## config.mk

```make
export PLATFORM = sky130hd
export DESIGN_NAME = fetch_stage
export DESIGN_NICKNAME = d
export VERILOG_FILES = /design/src/rtl/cpu_types_pkg.sv /design/src/rtl/if_id_latch.sv /design/src/rtl/fetch_stage.sv
export SDC_FILE = /design/constraint.sdc
export NUM_CORES = 1
export LEC_CHECK = 0
export CORE_AREA = 2 2 142 102
export CTS_CLUSTER_DIAMETER = 60
export DETAILED_ROUTE_END_ITERATION = 8
export DIE_AREA = 0 0 144 104
export PLACE_DENSITY = 0.84
export SYNTH_ARGS = -nofsm -noshare
export SYNTH_HDL_FRONTEND = slang
export SYNTH_SLANG_ARGS = --single-unit
```

## constraint.sdc

```tcl
create_clock -name CLK -period 3.5 [get_ports CLK]
set_input_delay 0.35 -clock CLK [delete_from_list [all_inputs] [get_ports CLK]]
set_output_delay 0.35 -clock CLK [all_outputs]
set_load 0.05 [all_outputs]
```

## src/rtl/cpu_types_pkg.sv

```systemverilog
// ============================================================================
// Module   : cpu_types_pkg
// Brief    : Shared word and fetch-FSM state types for the MIPS core.
// Revision : 1.0 - initial release
// ============================================================================
`default_nettype none

package cpu_types_pkg;

    typedef logic [31:0] word_t;

    typedef enum logic [1:0] {
        FETCH = 2'd0,
        HOLD  = 2'd1,
        HALT  = 2'd2
    } fetch_state_t;

    localparam word_t c_PC_STEP = 32'd4;

endpackage

`default_nettype wire

```

## src/rtl/if_id_latch.sv

```systemverilog
// ============================================================================
// Module   : if_id_latch
// Brief    : IF/ID pipeline register with write enable and flush.
// Revision : 1.0 - initial release
// ============================================================================
`default_nettype none

module if_id_latch
    import cpu_types_pkg::*;
(
    input  logic  clk,
    input  logic  rst,
    input  logic  i_we,
    input  logic  i_flush,
    input  word_t i_instr,
    input  word_t i_npc,
    output word_t o_instr,
    output word_t o_npc,
    output logic  o_valid
);

    word_t r_instr;
    word_t r_npc;
    logic  r_valid;

    // Flush outranks write so a squashed slot never carries a live word.
    always_ff @(posedge clk) begin
        if (rst || i_flush) begin
            r_instr <= '0;
            r_npc   <= '0;
            r_valid <= 1'b0;
        end else if (i_we) begin
            r_instr <= i_instr;
            r_npc   <= i_npc;
            r_valid <= 1'b1;
        end
    end

    assign o_instr = r_instr;
    assign o_npc   = r_npc;
    assign o_valid = r_valid;

endmodule

`default_nettype wire

```

## src/rtl/fetch_stage.sv

```systemverilog
// ============================================================================
// Module   : fetch_stage
// Brief    : Instruction fetch: PC, one-deep stall buffer, redirect, halt.
// Revision : 1.0 - initial release
// ============================================================================
`default_nettype none

module fetch_stage
    import cpu_types_pkg::*;
#(
    parameter word_t PC_INIT = 32'h0000_0000
)(
    input  logic  CLK,
    input  logic  RST,
    input  logic  ihit,
    input  word_t imemload,
    output logic  imemREN,
    output word_t imemaddr,
    input  logic  ifW,
    input  logic  ifRST,
    input  logic  redir_en,
    input  word_t redir_pc,
    input  logic  halt,
    output word_t ifid_instr,
    output word_t ifid_npc,
    output logic  ifid_valid,
    output logic  halted
);

    fetch_state_t r_state;
    fetch_state_t w_state_next;
    word_t        r_pc;
    word_t        w_pc_next;
    word_t        w_pc_plus4;
    word_t        r_buf_instr;
    word_t        r_buf_npc;
    logic         w_buf_load;
    logic         w_buf_clear;
    logic         w_if_we;
    logic         w_if_flush;
    word_t        w_if_instr;
    word_t        w_if_npc;

    assign w_pc_plus4 = r_pc + c_PC_STEP;

    always_comb begin
        w_state_next = r_state;
        w_pc_next    = r_pc;
        w_buf_load   = 1'b0;
        w_buf_clear  = 1'b0;
        w_if_we      = 1'b0;
        w_if_flush   = 1'b0;
        w_if_instr   = imemload;
        w_if_npc     = w_pc_plus4;
        case (r_state)
            FETCH, HOLD: begin
                // Halt outranks everything, including a redirect and a flush.
                if (halt) begin
                    w_state_next = HALT;
                end else begin
                    w_if_flush = ifRST;
                    if (redir_en) begin
                        w_pc_next    = {redir_pc[31:2], 2'b00};
                        w_buf_clear  = 1'b1;
                        w_state_next = FETCH;
                    end else if (r_state == FETCH) begin
                        // A flushed fetch is dropped and refetched from the same PC.
                        if (ihit && !ifRST) begin
                            w_pc_next = w_pc_plus4;
                            if (ifW) begin
                                w_if_we = 1'b1;
                            end else begin
                                w_buf_load   = 1'b1;
                                w_state_next = HOLD;
                            end
                        end
                    end else if (ifW && !ifRST) begin
                        w_if_we      = 1'b1;
                        w_if_instr   = r_buf_instr;
                        w_if_npc     = r_buf_npc;
                        w_state_next = FETCH;
                    end
                end
            end
            default: begin
                w_state_next = r_state;
            end
        endcase
    end

    always_ff @(posedge CLK) begin
        if (RST) begin
            r_state     <= FETCH;
            r_pc        <= PC_INIT;
            r_buf_instr <= '0;
            r_buf_npc   <= '0;
        end else begin
            r_state <= w_state_next;
            r_pc    <= w_pc_next;
            if (w_buf_clear) begin
                r_buf_instr <= '0;
                r_buf_npc   <= '0;
            end else if (w_buf_load) begin
                r_buf_instr <= imemload;
                r_buf_npc   <= w_pc_plus4;
            end
        end
    end

    assign imemREN  = !RST && (r_state == FETCH);
    assign imemaddr = r_pc;
    assign halted   = (r_state == HALT);

    if_id_latch u_if_id_latch (
        .clk     (CLK),
        .rst     (RST),
        .i_we    (w_if_we),
        .i_flush (w_if_flush),
        .i_instr (w_if_instr),
        .i_npc   (w_if_npc),
        .o_instr (ifid_instr),
        .o_npc   (ifid_npc),
        .o_valid (ifid_valid)
    );

endmodule

`default_nettype wire

```

==> metrics.md <==
| Metric | Value |
|---|---|
| CTS Buffer Depth | `2` |
| RSZ-0062 raised after global routing | `false` |
| Final design utilization | `69.35%` |
| Worst min-delay path class | `input pin to flip-flop` |
| Die ar. | `14,980 um2` |
| Core area | `13,650 um2` |
| Residual DRC | `0` |
| Hold buffers post-CTS | `0` |
| Fin crit period | `2739 ps` |
| Dpl cells | `1,188` |
| Clock sink count | `157` |
| Total power | `4.238 mW` |
| DRT iter0 DRCs | `about 640` |
| CTS resizes | `0` |
| IO Count | `170` |
| Cell breakdown of the critical path | `ha_1 > nand3_1 > nor4_1 > nand2_1 > a211oi_1 > nor4_1` |
| Crit path max fanout | `10` |
| Number of fill cells | `1,115` |
| Reg-to-reg slack, setup | `about 760 ps` |
| GRT Total Usage | `28.80%` |
| Status | `finished, final reports clean` |
| Most frequent cells in the layout | `clkdlybuf4s50_1, dfxtp_1, nand2_1` |
| Antenna Violating Nets Remaining | `0` |
| Gate Count Post-Synth | `899` |
| Final Cycle Share | `78.27%` |
| Buf/Inv on CP | `0` |
| Final setup violation count | `0` |
| DRT Pass-1 Iters | `5` |
| Largest family of logic cells by synthesized area | `simple AND/OR/NAND/NOR gates` |
| # diodes | `0` |
| Layout Nets | `around 1,100` |
| Slowest cell on the critical path | `nor4_1` |
| Gr ovfl total | `0` |
| Power Dens Cells | `447.8 nW/um2` |
| Worst hold slack | `409.5 ps` |
| Synth Area in Simple Gates | `around a quarter` |
| Layout cells sized above 1 | `7.670%` |
| Slew Limit Fails | `0` |
| Count of cell types in the netlist | `69` |
| WP data required | `3780 ps` |
| Via-per-instance ratio | `5.930` |
| Clk root buf | `clkbuf_16` |
| HPWL after DPL | `14.12 mm` |
| CP dominant cell by count | `nor4_1` |
| Least-Margin Pin Slew | `923.1 ps` |
| Setup TNS | `0 ps` |
| Mapped Avg Cell Area | `8.028 um2` |
| Relative slew slack | `38.46%` |
| Synth Cell Area | `7217 um2` |
| CTS Buf Count | `17` |
| Layout area overhead | `31.15%` |
| Final WL | `21.54 mm` |
| Complex-gate fraction of the synthesized area | `21.05%` |
| FF+latch count, synth | `157` |
| Port Buffers | `between 150 and 200` |
| Mux cell area share after synthesis | `~1.1%` |
| # rows | `36` |
| CTS HTree Levels | `4` |
| Post-Synth Adder-Cell Area | `0.1734%` |
| Critical path startpoint category | `flip-flop` |
| LEAKAGE | `3.164 nW` |
| Worst IR Drop VDD | `0.3563 mV` |
| RD Place Congestion | `0.8766` |
| Initial antenna violation count | `0` |
| Post-DR wirelength/cell | `17.66 um` |
| Number of global-route vias before repair | `6,802` |
| Starting density of the core | `52.88%` |
| Sequential fraction of the synthesis area | `43.55%` |
| Post-CTS setup buffers | `0` |
| Clk slew on worst S/H paths | `60 ps` |
| Dominant synthesized flop cell | `dfxtp_1` |
| Latest clock arrival within the worst-skew pair | `420 ps` |
| Crit-path max cell delay | `roughly 820 ps` |
| Largest net degree at the start of global routing | `83` |
| Max-cap violations | `0` |
| Critical path endpoint category | `flip-flop` |
| First-pass GRT wire length | `~35 mm` |
| Endpoints failing hold | `0` |
| Die Y | `~100 um` |
| Critical path data arrival time | `3020 ps` |
| Non-Filler Instances | `roughly 1,200` |
| Synth warn | `0` |
| Crit path kind | `flip-flop to flip-flop` |
| FMAX | `0.3651 GHz` |
| Routed via count | `7,234` |
| Commonest non-fill, non-tap cell in the layout | `clkdlybuf4s50_1` |
| Top delay family on crit path | `simple AND/OR/NAND/NOR gates` |
| Xor-xnor portion of the synthesized cell area | `2.913%` |
| EDFF count, synth | `0` |
| Clock Skew | `approximately 12 ps` |
| Die width | `144 um` |
| Async set-reset flop share out of synthesis | `0%` |
| CTS tree | `built` |
## synth_stat cells, drive strengths merged, types with 3 or more instances
| cell type | number | area [um2] |
|---|---|---|
| dfxtp | 157 | 3143 |
| nand2 | 122 | 457.9 |
| nor2 | 94 | 357.8 |
| a21oi | 72 | 360.4 |
| nor3 | 65 | 335.3 |
| clkbuf | 44 | 168.9 |
| o21ai | 44 | 220.2 |
| buf | 41 | 221.4 |
| o22ai | 36 | 225.2 |
| nand3 | 32 | 175.2 |
| xnor2 | 18 | 157.7 |
| a211oi | 17 | 150.1 |
| a31oi | 14 | 87.58 |
| nand4 | 14 | 123.9 |
| o211ai | 11 | 82.58 |
| nor4 | 9 | 92.59 |
| and3 | 8 | 51.30 |
| o31ai | 8 | 60.06 |
| or3 | 7 | 48.80 |
| mux2i | 6 | 60.06 |
| nand2b | 6 | 37.54 |
| xor2 | 6 | 52.55 |
| a221oi | 5 | 43.79 |
| a2bb2oi | 5 | 43.79 |
| inv | 5 | 18.77 |
| a21o | 4 | 30.03 |
| a22o | 4 | 35.03 |
| a22oi | 4 | 30.03 |
| nor2b | 4 | 25.02 |
| nor3b | 4 | 35.03 |
| and4 | 3 | 26.28 |
| nand3b | 3 | 22.52 |
## kinds of logic (layout without fill, tap and decap cells)
family / Yosys count / after routing
adders and majority gates: 1 / 1
muxes: 8 / 8
and+or+nand+nor: 377 / 377
DFF: 157 / 157
other: 1 / 4
xor gates and xnor gates: 24 / 24
AOI/OAI and AO/OA: 241 / 241
buffers and inverters: 90 / 218
## per-stage QoR
| stage | instance area [um2] | setup WS [ps] |
|---|---|---|
| finish | 9465 | 760.7 |
| global route | 9465 | 672.4 |
| CTS | 9465 | 904.1 |
| detailed placement | 8876 | 727.0 |
| global placement | 8876 | 739.2 |
| floorplan | 7228 | 1190 |
## power breakdown
part | leakage (nW) | total (mW) | switching, mW | internal, mW
Sequential | 1.27 | 1.88 | 0.0564 | 1.83
Clock | 0.275 | 1.86 | 0.791 | 1.07
Combinational | 1.62 | 0.498 | 0.306 | 0.192
## sequential cells by signal (all words and copies together), names as in the netlist
| name | cells |
|---|---|
| r_state | 2 |
| r_buf_npc | 30 |
| imemaddr | 30 |
| u_if_id_latch.o_valid | 1 |
| u_if_id_latch.o_instr | 32 |
| r_buf_instr | 32 |
| u_if_id_latch.o_npc | 30 |
## layout make-up
cell class	count	area [um2]	area share (%)
inverter	5	18.77	0.1983
timing repair buffer	181	1787	18.88
clock inverter	14	160.2	1.692
multi-input combinational	655	3690	38.98
clock buffer	18	429.2	4.534
sequential	157	3143	33.21
tap	190	237.7	2.512
## worst reg2reg max path: cells and delay by family (launching register included)
kind | cells | cell delay [ps]
adder cells (fa/ha/maj) | 1 | 330
AO/OA/AOI/OAI | 1 | 320
flip-flops | 1 | 530
AND/OR/NAND/NOR | 4 | 1430
## final timing paths
kind,from,end,cells after the start
worst max register to register,imemaddr[2],u_if_id_latch.o_npc[18],6
worst max-delay path,imemaddr[2],u_if_id_latch.o_npc[18],6
worst min-delay path,redir_en,u_if_id_latch.o_npc[19],4
worst min register to register,u_if_id_latch.o_npc[21],u_if_id_latch.o_npc[21],2
## metal layers
layer  part of all wire (%)  GRT usage, %  up-vias  routed length, um
li1                       -             -     3442                  -
met4                    1.8         9.104        0                391
met3                     10         6.446       43               2229
met5                      0             0        -                  0
met2                     45         43.84      373               9655
met1                     43         40.63     3376               9263
(Power assumes the default switching activity.)
